===== config.mk =====
export PLATFORM = sky130hd
export DESIGN_NAME = jstk_spi_reader
export DESIGN_NICKNAME = d
export VERILOG_FILES = /design/src/rtl/jstk_spi_reader.sv
export SDC_FILE = /design/constraint.sdc
export NUM_CORES = 1
export LEC_CHECK = 0
export CELL_PAD_IN_SITES_DETAIL_PLACEMENT = 1
export CELL_PAD_IN_SITES_GLOBAL_PLACEMENT = 2
export CORE_MARGIN = 4
export CORE_UTILIZATION = 47
export CTS_CLUSTER_SIZE = 40
export DETAILED_ROUTE_END_ITERATION = 16
export DONT_BUFFER_PORTS = 1
export GPL_TIMING_DRIVEN = 0
export PLACE_DENSITY = 0.81
export SETUP_SLACK_MARGIN = 0.05
export SYNTH_ARGS = -nofsm -noshare
export SYNTH_HDL_FRONTEND = slang
export SYNTH_SLANG_ARGS = --single-unit

===== constraint.sdc =====
create_clock -name board_clk -period 4.95 [get_ports board_clk]
set_input_delay 0.2475 -clock board_clk [delete_from_list [all_inputs] [get_ports board_clk]]
set_output_delay 0.2475 -clock board_clk [all_outputs]
set_load 0.05 [all_outputs]

===== src/rtl/jstk_spi_reader.sv =====
// jstk_spi_reader
// Periodically polls a PmodJSTK joystick over SPI mode 0. Each transaction
// is five bytes. Byte 0 carries the LED command and the rest are zeros. The
// five bytes received are the X/Y positions and the button state. New
// samples are published atomically with a one-cycle data_valid strobe.
// The registered paddle commands are decoded from the published Y value.
//
// Build option:
//   JSTK_DEADZONE_EN  - when defined, paddle_up/paddle_down use a deadzone of
//                       +/-DEADZONE around centre 512. When it is undefined,
//                       any deviation from 512 counts.
module jstk_spi_reader #(
    parameter int SCLK_HALF_DIV = 25,
    parameter int SS_SETUP      = 1000,
    parameter int BYTE_GAP      = 800,
    parameter int POLL_PERIOD   = 500000,
    parameter int DEADZONE      = 64
) (
    input  logic       board_clk,
    input  logic       reset,
    input  logic       enable,
    input  logic [1:0] led_cmd,
    input  logic       miso,
    output logic       ss,
    output logic       sclk,
    output logic       mosi,
    output logic [9:0] x_pos,
    output logic [9:0] y_pos,
    output logic [2:0] buttons,
    output logic       data_valid,
    output logic       busy,
    output logic       paddle_up,
    output logic       paddle_down
);

    localparam int PW   = (POLL_PERIOD > 1) ? $clog2(POLL_PERIOD) : 1;
    localparam int HW   = $clog2(SCLK_HALF_DIV + 1);
    localparam int CMAX = (SS_SETUP > BYTE_GAP) ? SS_SETUP : BYTE_GAP;
    localparam int CW   = $clog2(CMAX + 1);

    localparam logic [PW-1:0] POLL_LAST  = PW'(POLL_PERIOD - 1);
    localparam logic [HW-1:0] HALF_LAST  = HW'(SCLK_HALF_DIV - 1);
    localparam logic [CW-1:0] SETUP_LAST = CW'(SS_SETUP - 1);
    localparam logic [CW-1:0] GAP_LAST   = CW'(BYTE_GAP - 1);
    localparam logic [9:0]    CENTRE     = 10'd512;

`ifdef JSTK_DEADZONE_EN
    localparam int DZ_EFF = DEADZONE;
`else
    // Without the deadzone option DEADZONE has no effect on decoding.
    localparam int DZ_EFF = 0 * DEADZONE;
`endif
    localparam int UP_LIMIT   = 512 + DZ_EFF;
    localparam int DOWN_LIMIT = 512 - DZ_EFF;

    typedef enum logic [2:0] {
        IDLE,
        SETUP,
        SHIFT,
        GAP,
        DONE
    } state_t;

    state_t state, next_state;

    logic [PW-1:0] poll_cnt;
    logic [CW-1:0] phase_cnt;
    logic [HW-1:0] half_cnt;
    logic [2:0]    bit_cnt;
    logic [2:0]    byte_cnt;
    logic [7:0]    tx_shift;
    logic [7:0]    rx_shift;
    logic [7:0]    tx_byte;
    logic [1:0]    led_lat;
    logic [7:0]    x_lo, y_lo;
    logic [1:0]    x_hi, y_hi;
    logic [9:0]    x_new, y_new;
    logic          up_new, down_new;
    logic          poll_last, half_last, byte_end;
    logic          enter_setup, enter_shift, publish;

    assign poll_last = (poll_cnt == POLL_LAST);
    assign half_last = (half_cnt == HALF_LAST);
    // The last half-period of bit 0 ends with sclk high.
    assign byte_end  = sclk && half_last && (bit_cnt == 3'd7);
    assign tx_byte   = (byte_cnt == 3'd0) ? {6'b100000, led_lat} : 8'h00;

    // Assemble the published sample from the bytes already stored and the last byte.
    assign x_new    = {x_hi, x_lo};
    assign y_new    = {y_hi, y_lo};
    assign up_new   = int'(y_new) > UP_LIMIT;
    assign down_new = int'(y_new) < DOWN_LIMIT;

    assign busy = ~ss;

    // State register.
    always_ff @(posedge board_clk or posedge reset) begin
        // NOTE: sequential state uses non-blocking assignments only, so every
        // register samples pre-edge values regardless of block ordering.
        if (reset) state <= IDLE;
        else       state <= next_state;
    end

    // Next-state decode plus the one-shot transition strobes.
    always_comb begin
        // NOTE: every output of this block gets a default first; a path that
        // left one unassigned would infer a latch.
        next_state  = state;
        enter_setup = 1'b0;
        enter_shift = 1'b0;
        publish     = 1'b0;
        case (state)
            IDLE: begin
                if (poll_last && enable) begin
                    next_state  = SETUP;
                    enter_setup = 1'b1;
                end
            end
            SETUP: begin
                if (phase_cnt == SETUP_LAST) begin
                    next_state  = SHIFT;
                    enter_shift = 1'b1;
                end
            end
            SHIFT: begin
                if (byte_end) begin
                    if (byte_cnt == 3'd4) begin
                        next_state = DONE;
                        publish    = 1'b1;
                    end else begin
                        next_state = GAP;
                    end
                end
            end
            GAP: begin
                if (phase_cnt == GAP_LAST) begin
                    next_state  = SHIFT;
                    enter_shift = 1'b1;
                end
            end
            DONE:    next_state = IDLE;
            default: next_state = IDLE;
        endcase
    end

    // Free-running poll counter; a missed start simply waits for the next wrap.
    always_ff @(posedge board_clk or posedge reset) begin
        if (reset)          poll_cnt <= '0;
        else if (poll_last) poll_cnt <= '0;
        else                poll_cnt <= poll_cnt + 1'b1;
    end

    // Frame control: slave select, SETUP/GAP duration counter and LED latch.
    always_ff @(posedge board_clk or posedge reset) begin
        if (reset) begin
            ss        <= 1'b1;
            phase_cnt <= '0;
            led_lat   <= 2'b00;
        end else begin
            ss <= !(next_state inside {SETUP, SHIFT, GAP});
            if (next_state != state)
                phase_cnt <= '0;
            else if (state == SETUP || state == GAP)
                phase_cnt <= phase_cnt + 1'b1;
            if (enter_setup)
                led_lat <= led_cmd;
        end
    end

    // Bit engine: sclk generation, MSB-first mosi, miso capture on sclk rise.
    always_ff @(posedge board_clk or posedge reset) begin
        if (reset) begin
            sclk     <= 1'b0;
            mosi     <= 1'b0;
            half_cnt <= '0;
            bit_cnt  <= '0;
            byte_cnt <= '0;
            tx_shift <= '0;
            rx_shift <= '0;
            x_lo     <= '0;
            x_hi     <= '0;
            y_lo     <= '0;
            y_hi     <= '0;
        end else if (state != SHIFT) begin
            sclk     <= 1'b0;
            half_cnt <= '0;
            bit_cnt  <= '0;
            if (state == IDLE)
                byte_cnt <= '0;
            // mosi is presented while sclk is still low, ahead of the first rise.
            if (enter_shift) begin
                mosi     <= tx_byte[7];
                tx_shift <= {tx_byte[6:0], 1'b0};
            end
        end else if (!half_last) begin
            half_cnt <= half_cnt + 1'b1;
        end else begin
            half_cnt <= '0;
            if (!sclk) begin
                sclk     <= 1'b1;
                rx_shift <= {rx_shift[6:0], miso};
            end else begin
                sclk <= 1'b0;
                if (bit_cnt == 3'd7) begin
                    bit_cnt  <= '0;
                    mosi     <= 1'b0;
                    byte_cnt <= byte_cnt + 3'd1;
                    case (byte_cnt)
                        3'd0:    x_lo <= rx_shift;
                        3'd1:    x_hi <= rx_shift[1:0];
                        3'd2:    y_lo <= rx_shift;
                        3'd3:    y_hi <= rx_shift[1:0];
                        default: ;
                    endcase
                end else begin
                    bit_cnt  <= bit_cnt + 3'd1;
                    mosi     <= tx_shift[7];
                    tx_shift <= {tx_shift[6:0], 1'b0};
                end
            end
        end
    end

    // Publish: all visible results change together, only on entry to DONE.
    always_ff @(posedge board_clk or posedge reset) begin
        if (reset) begin
            x_pos       <= CENTRE;
            y_pos       <= CENTRE;
            buttons     <= 3'b000;
            data_valid  <= 1'b0;
            paddle_up   <= 1'b0;
            paddle_down <= 1'b0;
        end else begin
            data_valid <= publish;
            if (publish) begin
                x_pos       <= x_new;
                y_pos       <= y_new;
                buttons     <= rx_shift[2:0];
                paddle_up   <= up_new;
                paddle_down <= down_new;
            end
        end
    end

endmodule


==> run metrics, run 1 <==
port bufs 0; Crit. End Element flip-flop; GRT Overall Usage 0.182; share of layout cells above drive strength 1 0.232; Fillers 1036; Post-synth top flop dfrtp_1; post-synthesis cell count 398; DR vias/cell 5.63; gr ovfl total 0; kind of cell adding the most delay to the critical path buffers and inverters; initial antenna violation count 0; vias in the first global route 3302; Slowest-stage cell, CP dfrtp_1; Starting Density 0.490; Seq cells post-synth 109; worst path cell trace inv_1 -> ha_1 -> and4b_1 -> buf_4 -> nand3_4 -> nor3_1 -> buf_4 -> buf_4 -> mux2_2; Final Max Tran Viols 0; syn avg cell area 12.3 µm²; TritonCTS clock tree yes; die area 12100 µm²; Finish-stage setup viols 0; Tcrit/Tclk final 0.455; Max Used Layer met4; largest net degree at the start of global routing 65; die height 110 µm; dpl ws 2.67 ns; worst path required time 5.23 ns; status complete, no violations; clock net sink count 109; Layout Skew 0.0103 ns; final hold vios 0; syn_nets 415; Slew headroom 0.461; WL/cell 17.9 µm; Iteration-0 DRC Markers 105; largest fanout on the critical path 10; via count 3105; fmax 0.444 GHz; M1 WL 4.61 mm; final WL 9.87 mm; # IOs 36; RSZ-0062 raised after global routing false; Die X 110 µm; Yosys top cell area share 0.544; Diodes inserted 0; EDFF count, synth 0; Pleak 2.45 nW; area of the mapped netlist 4880 µm²; Yosys top cell by area dfrtp_1; Max VDD drop 0.218 mV; Post-route DRC 0; Pwr per Cell Area 273 nW/µm²; drt first pass iters 4; H-tree depth 3; first-pass GRT wire length 17.0 mm; setup TNS 0 ns; crit path buf inv count 4; synth top area cells dfrtp_1 54%, mux2_2 12%, ha_1 2.8%; nets 431; Synth async-reset ratio 1.00; slowest stage delay, CP 0.43 ns; Clock Latency Late Sink 0.38 ns; Critical Path Start Type flip-flop; max_cap viols 0; synth unique cells 58; wire length on met2 4.71 mm; CTS buffer count 9; Slew @ Worst Pin 0.808 ns; metal3 WL 470 µm; most frequent CP cell buf_4; core area 9950 µm²; Final ANT Viol Nets 0; Hold Path Class in2reg; worst setup slack after layout 2.70 ns; CTS Buffer Depth 2; post-route minimum period 2.25 ns; Layout area overhead 8.90%; Worst EP arrival 2.53 ns; Yosys warning count 0; Clock transition at path regs 0.11 ns; GP Congestion 0.756; Resized cells post-CTS 0; Seq/Total Area, Yosys 0.560; std cell rows 36; post-DP HPWL 7.17 mm; CTS root buf clkbuf_8; crit path kind reg2reg
==> final timing paths <==
check                             from          end  slack (ns)  depth (start not counted)
setup reg to reg           half_cnt[0]     x_pos[0]        2.70                          9
hold / removal                  enable   led_lat[0]        0.25                          2
setup / recovery           half_cnt[0]     x_pos[0]        2.70                          9
min in group asynchronous        reset     x_pos[7]        0.51                          2
max in group asynchronous        reset     x_pos[9]        3.70                          3
hold reg to reg            poll_cnt[0]  poll_cnt[0]        0.49                          1
==> report_power, final <==
part / internal (mW) / switching (mW)
registers: 0.890 / 0
logic: 0.00475 / 0.0176
clock network: 0.200 / 0.336
==> logic make-up (layout without fill, tap and decap cells) <==
logic type | after synthesis | after routing | synth area share
fa+ha+maj | 11 | 11 | 0.0282
flops | 109 | 109 | 0.560
buf+inv | 20 | 41 | 0.0205
compound gates | 43 | 43 | 0.0595
mux | 57 | 57 | 0.131
simple gates | 133 | 133 | 0.156
xor+xnor | 25 | 25 | 0.0449
==> flip-flops by register name (all words and copies together), names as in the netlist, 2 cells and up <==
name       flops
y_lo           8
y_pos         10
led_lat        2
x_pos         10
state          3
half_cnt       5
x_hi           2
bit_cnt        3
rx_shift       8
phase_cnt     10
x_lo           8
buttons        3
tx_shift       7
poll_cnt      19
y_hi           2
byte_cnt       3
==> worst reg2reg max path: stages, from the launching register on <==
cell and delay, ns:
dfrtp_1 0.43, inv_1 0.07, ha_1 0.15, and4b_1 0.20
buf_4 0.15, nand3_4 0.11, nor3_1 0.23, buf_4 0.25
buf_4 0.22, mux2_2 0.35
==> per-stage QoR <==
stage | hold WS (ns) | instances | area [µm²] | util | power, mW
floorplan | 0.398 | 398 | 4880 | - | 0.921
global placement | 0.401 | 531 | 5040 | 0.507 | 0.925
detailed placement | 0.334 | 532 | 5070 | 0.510 | 0.928
CTS | 0.200 | 552 | 5310 | 0.534 | 1.47
global route | 0.241 | 552 | 5310 | 0.534 | 1.51
finish | 0.250 | 552 | 5310 | 0.534 | 1.45
==> Yosys cell counts (2+ instances only) <==
| cell type | n |
|---|---|
| nor4bb_1 | 3 |
| and3_1 | 10 |
| mux2_2 | 53 |
| nor4b_1 | 2 |
| and4b_1 | 2 |
| dfrtp_1 | 106 |
| and2_1 | 5 |
| nand4_1 | 8 |
| nor2_1 | 28 |
| mux2i_1 | 4 |
| nand3_1 | 17 |
| nor2b_1 | 5 |
| nor3_1 | 8 |
| nand2_4 | 2 |
| nand2_1 | 25 |
| a21oi_1 | 14 |
| ha_1 | 11 |
| xor2_1 | 11 |
| buf_2 | 4 |
| o22ai_1 | 2 |
| dfstp_2 | 3 |
| o21ai_0 | 7 |
| inv_1 | 11 |
| nor3_4 | 2 |
| a22o_1 | 7 |
| xnor2_1 | 14 |
| buf_4 | 3 |
==> what timing repair did <==
| item | 4_1_cts | 5_1_grt |
|---|---|---|
| hold buffers | 4 | 0 |
| hold endpoints to repair | 65 | 0 |
| setup buffers | 0 | 0 |
==> per-layer routing <==
| layer | vias up | GRT usage |
|---|---|---|
| met2 | 38 | 0.289 |
| met4 | 0 | 0.0401 |
| met1 | 1618 | 0.244 |
| met3 | 7 | 0.0581 |
| li1 | 1442 | - |
| met5 | - | 0 |
==> cell type report <==
| cell class | count | area, µm² | area share |
|---|---|---|---|
| Timing Repair Buffer | 5 | 67.6 | 0.0127 |
| Clock inverter | 7 | 73.8 | 0.0139 |
| Inverter | 11 | 43.8 | 0.00825 |
| Buffer | 9 | 58.8 | 0.0111 |
| Clock buffer | 9 | 124 | 0.0233 |
| Multi-Input combinational cell | 269 | 2050 | 0.385 |
| Tap cell | 133 | 166 | 0.0313 |
| Sequential cell | 109 | 2730 | 0.514 |
==> layout by cell type, fill, tap and decap left out, types with 2 or more instances in the layout <==
cell and instances:
nor3_4 2, a21oi_1 14, o22ai_1 2, xor2_1 11
dlygate4sd3_1 4, inv_1 10, buf_2 4, xnor2_1 14
and3_1 10, nand2_4 2, a22o_1 7, nor2b_1 5
nor4b_1 2, nand3_1 17, and2_1 5, and4b_1 2
nor2_1 28, clkinvlp_4 2, nand2_1 25, ha_1 11
clkbuf_8 9, o21ai_0 7, dfstp_2 3, dfrtp_1 106
buf_4 3, nand4_1 8, mux2i_1 4, mux2_2 53
nor4bb_1 3, inv_8 3, nor3_1 8
Power figures use the tool's default switching activity.
==> run 2: changes to the inputs <==
--- a/config.mk
+++ b/config.mk
@@ -5,15 +5,16 @@
 export SDC_FILE = /design/constraint.sdc
 export NUM_CORES = 1
 export LEC_CHECK = 0
+export ABC_AREA = 1
 export CELL_PAD_IN_SITES_DETAIL_PLACEMENT = 1
 export CELL_PAD_IN_SITES_GLOBAL_PLACEMENT = 2
 export CORE_MARGIN = 4
-export CORE_UTILIZATION = 47
+export CORE_UTILIZATION = 35
 export CTS_CLUSTER_SIZE = 40
 export DETAILED_ROUTE_END_ITERATION = 16
 export DONT_BUFFER_PORTS = 1
 export GPL_TIMING_DRIVEN = 0
-export PLACE_DENSITY = 0.81
+export PLACE_DENSITY = 0.72
 export SETUP_SLACK_MARGIN = 0.05
 export SYNTH_ARGS = -nofsm -noshare
 export SYNTH_HDL_FRONTEND = slang
==> constraint.sdc (replaced) <==
create_clock -name board_clk -period 1.95 [get_ports board_clk]
set_input_delay 0.0975 -clock board_clk [delete_from_list [all_inputs] [get_ports board_clk]]
set_output_delay 0.0975 -clock board_clk [all_outputs]
set_load 0.05 [all_outputs]
==> run metrics, run 2 <==
status complete, no violations; Pwr per Cell Area 709 nW/µm² (+160%); Clock transition at path regs 0.08 ns (-0.03 ns); Reg power frac 0.544 (-0.071); Post-synth top flop dfrtp_1; final WL 11.8 mm (+20%); Diodes inserted 0 (unchanged); max_cap viols 0 (unchanged); WHS 0.0675 ns (-0.182 ns); share of layout cells above drive strength 1 0.141 (-0.0905); Critical Path Start Type flip-flop; main combinational cell family by area after synthesis simple AND/OR/NAND/NOR gates; syn avg cell area 8.73 µm² (-29%); post-synthesis mux area share 0.00201 (-0.129); synth top area cells dfrtp_1 53%, nand2_1 11%, inv_1 5.5%; H-tree depth 3 (unchanged); top-count cell post-synth nand2_1; # IOs 36 (unchanged); post-synthesis cell count 571 (+43%); Hold Path Class in2reg; post-DP HPWL 8.55 mm (+19%); GRT Overall Usage 0.154 (-0.0276); GP Congestion 0.773 (+2.2%); first-pass GRT wire length 20.0 mm (+18%); most common cell after layout, fill and taps aside nand2_1; Finish-stage setup viols 0 (unchanged); Slew headroom 0.650 (+0.189); crit path buf inv count 3 (-1); met3 Usage GRT 0.0364 (-0.0218); port bufs 0 (unchanged); via count 3799 (+22%); Slew @ Worst Pin 0.520 ns (-0.288 ns); EDFF count, synth 0 (unchanged); RSZ-0062 raised after global routing true; DR vias/cell 4.85 (-14%); most frequent cells in the layout 146 x nand2_1, 105 x dfrtp_1, 71 x inv_1; area taken by multi-input logic gates 2050 µm² (+0.43%); Max VDD drop 0.383 mV (+75%); CTS Buffer Depth 2 (unchanged); GR Util met2 0.249 (-0.0403); worst path required time 2.19 ns (-3.04 ns); Post-route DRC 0 (unchanged); syn_nets 588 (+42%); Final ANT Viol Nets 0 (unchanged); combinational power share 0.017 (+0.002); xor and xnor area share after synthesis 0.0316 (-0.0133); Final Max Tran Viols 0 (unchanged); die height 127 µm (+16%); Die X 127 µm (+16%); max reg flops 19 (unchanged); CTS root buf clkbuf_16; Sw Share 0.235 (-0.00960); worst setup slack after layout 0.179 ns (-2.52 ns); drt first pass iters 4 (unchanged); synth unique cells 37 (-36%); Clk pwr share 0.439 (+0.069); Yosys warning count 0 (unchanged); gr ovfl total 0 (unchanged); WL/cell 15.1 µm (-15%); crit path kind reg2reg; post-route minimum period 1.77 ns (-0.481 ns); largest register by flop count poll_cnt; Yosys top cell area share 0.532 (-0.0120); Iteration-0 DRC Markers 164 (+56%); Starting Density 0.358 (-0.132); grt met1 use 0.208 (-0.0360); switching pwr 974 µW (+180%); area of the mapped netlist 4990 µm² (+2.3%); largest fanout on the critical path 10 (unchanged); std cell rows 43 (+19%); nets 615 (+43%); Synth async-reset ratio 1.00 (unchanged); Placed Area 5280 µm² (+4.0%); dpl ws -0.183 ns (-2.85 ns); largest net degree at the start of global routing 39 (-40%); GR peak layer met2; Fillers 1617 (+56%); fmax 0.565 GHz (+27%); vias in the first global route 4001 (+21%); TritonCTS clock tree yes; final instance area 5850 µm² (+10%); Slowest-stage cell, CP dfrtp_1; Clock Latency Late Sink 0.36 ns (-0.02 ns); clock net sink count 109 (unchanged); Storage cell area 2730 µm² (about the same); total internal power 3.18 mW (+190%); adder-cell area share of the yosys netlist 0.0276 (-0.000623); Seq/Total Area, Yosys 0.548 (-0.0124); worst path cell trace inv_1 -> ha_1 -> nand2_2 -> nor2_4 -> inv_4 -> nor3_4 -> nand2_2 -> buf_6 -> nand2_1 -> nor2_4 -> nand3_4 -> nor2_1; Post-synth top cells 150 x nand2_1, 106 x dfrtp_1, 73 x inv_1, 52 x nor2_1, 36 x o21ai_1; Worst EP arrival 2.01 ns (-0.52 ns); Layout Skew 0.0132 ns (+0.00286 ns); slowest stage delay, CP 0.39 ns (-0.04 ns); core area 13900 µm² (+40%); setup TNS 0 ns (unchanged); Layout area overhead 17.3%; Tcrit/Tclk final 0.908 (+0.453); Yosys top cell by area dfrtp_1; Crit. End Element flip-flop; final hold vios 0 (unchanged); post-synthesis compound-gate area fraction 0.0758 (+0.0162); Tot Pwr 4.15 mW (+190%); Seq cells post-synth 109 (unchanged); CTS buffer count 9 (unchanged); die area 16200 µm² (+34%); Pleak 2.77 nW (+13%); kind of cell adding the most delay to the critical path simple AND/OR/NAND/NOR gates; initial antenna violation count 0 (unchanged); simple-gate share of the synthesized area 0.245 (+0.0884)
run 2: worst paths after layout:
path	from	end	slack, ns	cells after the start
hold / removal	enable	led_lat[1]	0.07	4
setup reg to reg	half_cnt[0]	phase_cnt[6]	0.18	12
setup / recovery	half_cnt[0]	phase_cnt[6]	0.18	12
min in group asynchronous	reset	poll_cnt[15]	0.18	2
max in group asynchronous	reset	bit_cnt[2]	0.80	5
hold reg to reg	poll_cnt[0]	poll_cnt[0]	0.46	1
run 2: logic make-up after synthesis:
family	Yosys count
buffers and inverters	89
muxes	1
and+or+nand+nor	272
xor gates and xnor gates	18
adders and majority gates	11
AOI/OAI and AO/OA	71
DFF	109
run 2: metrics by stage:
stage / util / instances
after global placement: 0.374 / 751
final: 0.420 / 783
after detailed placement: 0.379 / 754
after CTS: 0.407 / 776
after floorplan: - / 571
after global routing: 0.420 / 783
run 2: cell type report:
type | instances | area share
sequential | 109 | 0.467
multi-input combinational | 374 | 0.351
buffer | 12 | 0.0154
clock buffer | 9 | 0.0385
tap | 180 | 0.0385
timing repair buffer | 15 | 0.0274
inverter | 77 | 0.0513
clock inverter | 7 | 0.0109
run 2: worst min-delay path: stages:
cell and delay (ns):
nand4_1 0.14, nor2_4 0.07, nand2_1 0.05, nand2_1 0.04
run 2: repair_timing:
action,in CTS,in global routing
hold endpoints to repair,52,0
endpoints found under the setup margin,66,68
hold buffers,4,0
resized for setup,15,33
cloned,0,1
pin swaps,2,7
setup buffers,2,6
run 2: power groups by stage:
stage                     Sequential, mW  Clock (mW)  Combinational, mW
after global placement              2.31           0             0.0513
final                               2.26        1.82             0.0704
after detailed placement            2.30           0             0.0678
after global routing                2.26        1.98             0.0819
after CTS                           2.26        1.89             0.0751
after floorplan                     2.30           0             0.0352
run 2: layer usage:
metal  part of all wire  vias to the layer above
li1                   -                     1889
met2               0.48                       28
met5                  0                        -
met1               0.48                     1866
met3              0.024                       16
met4              0.014                        0
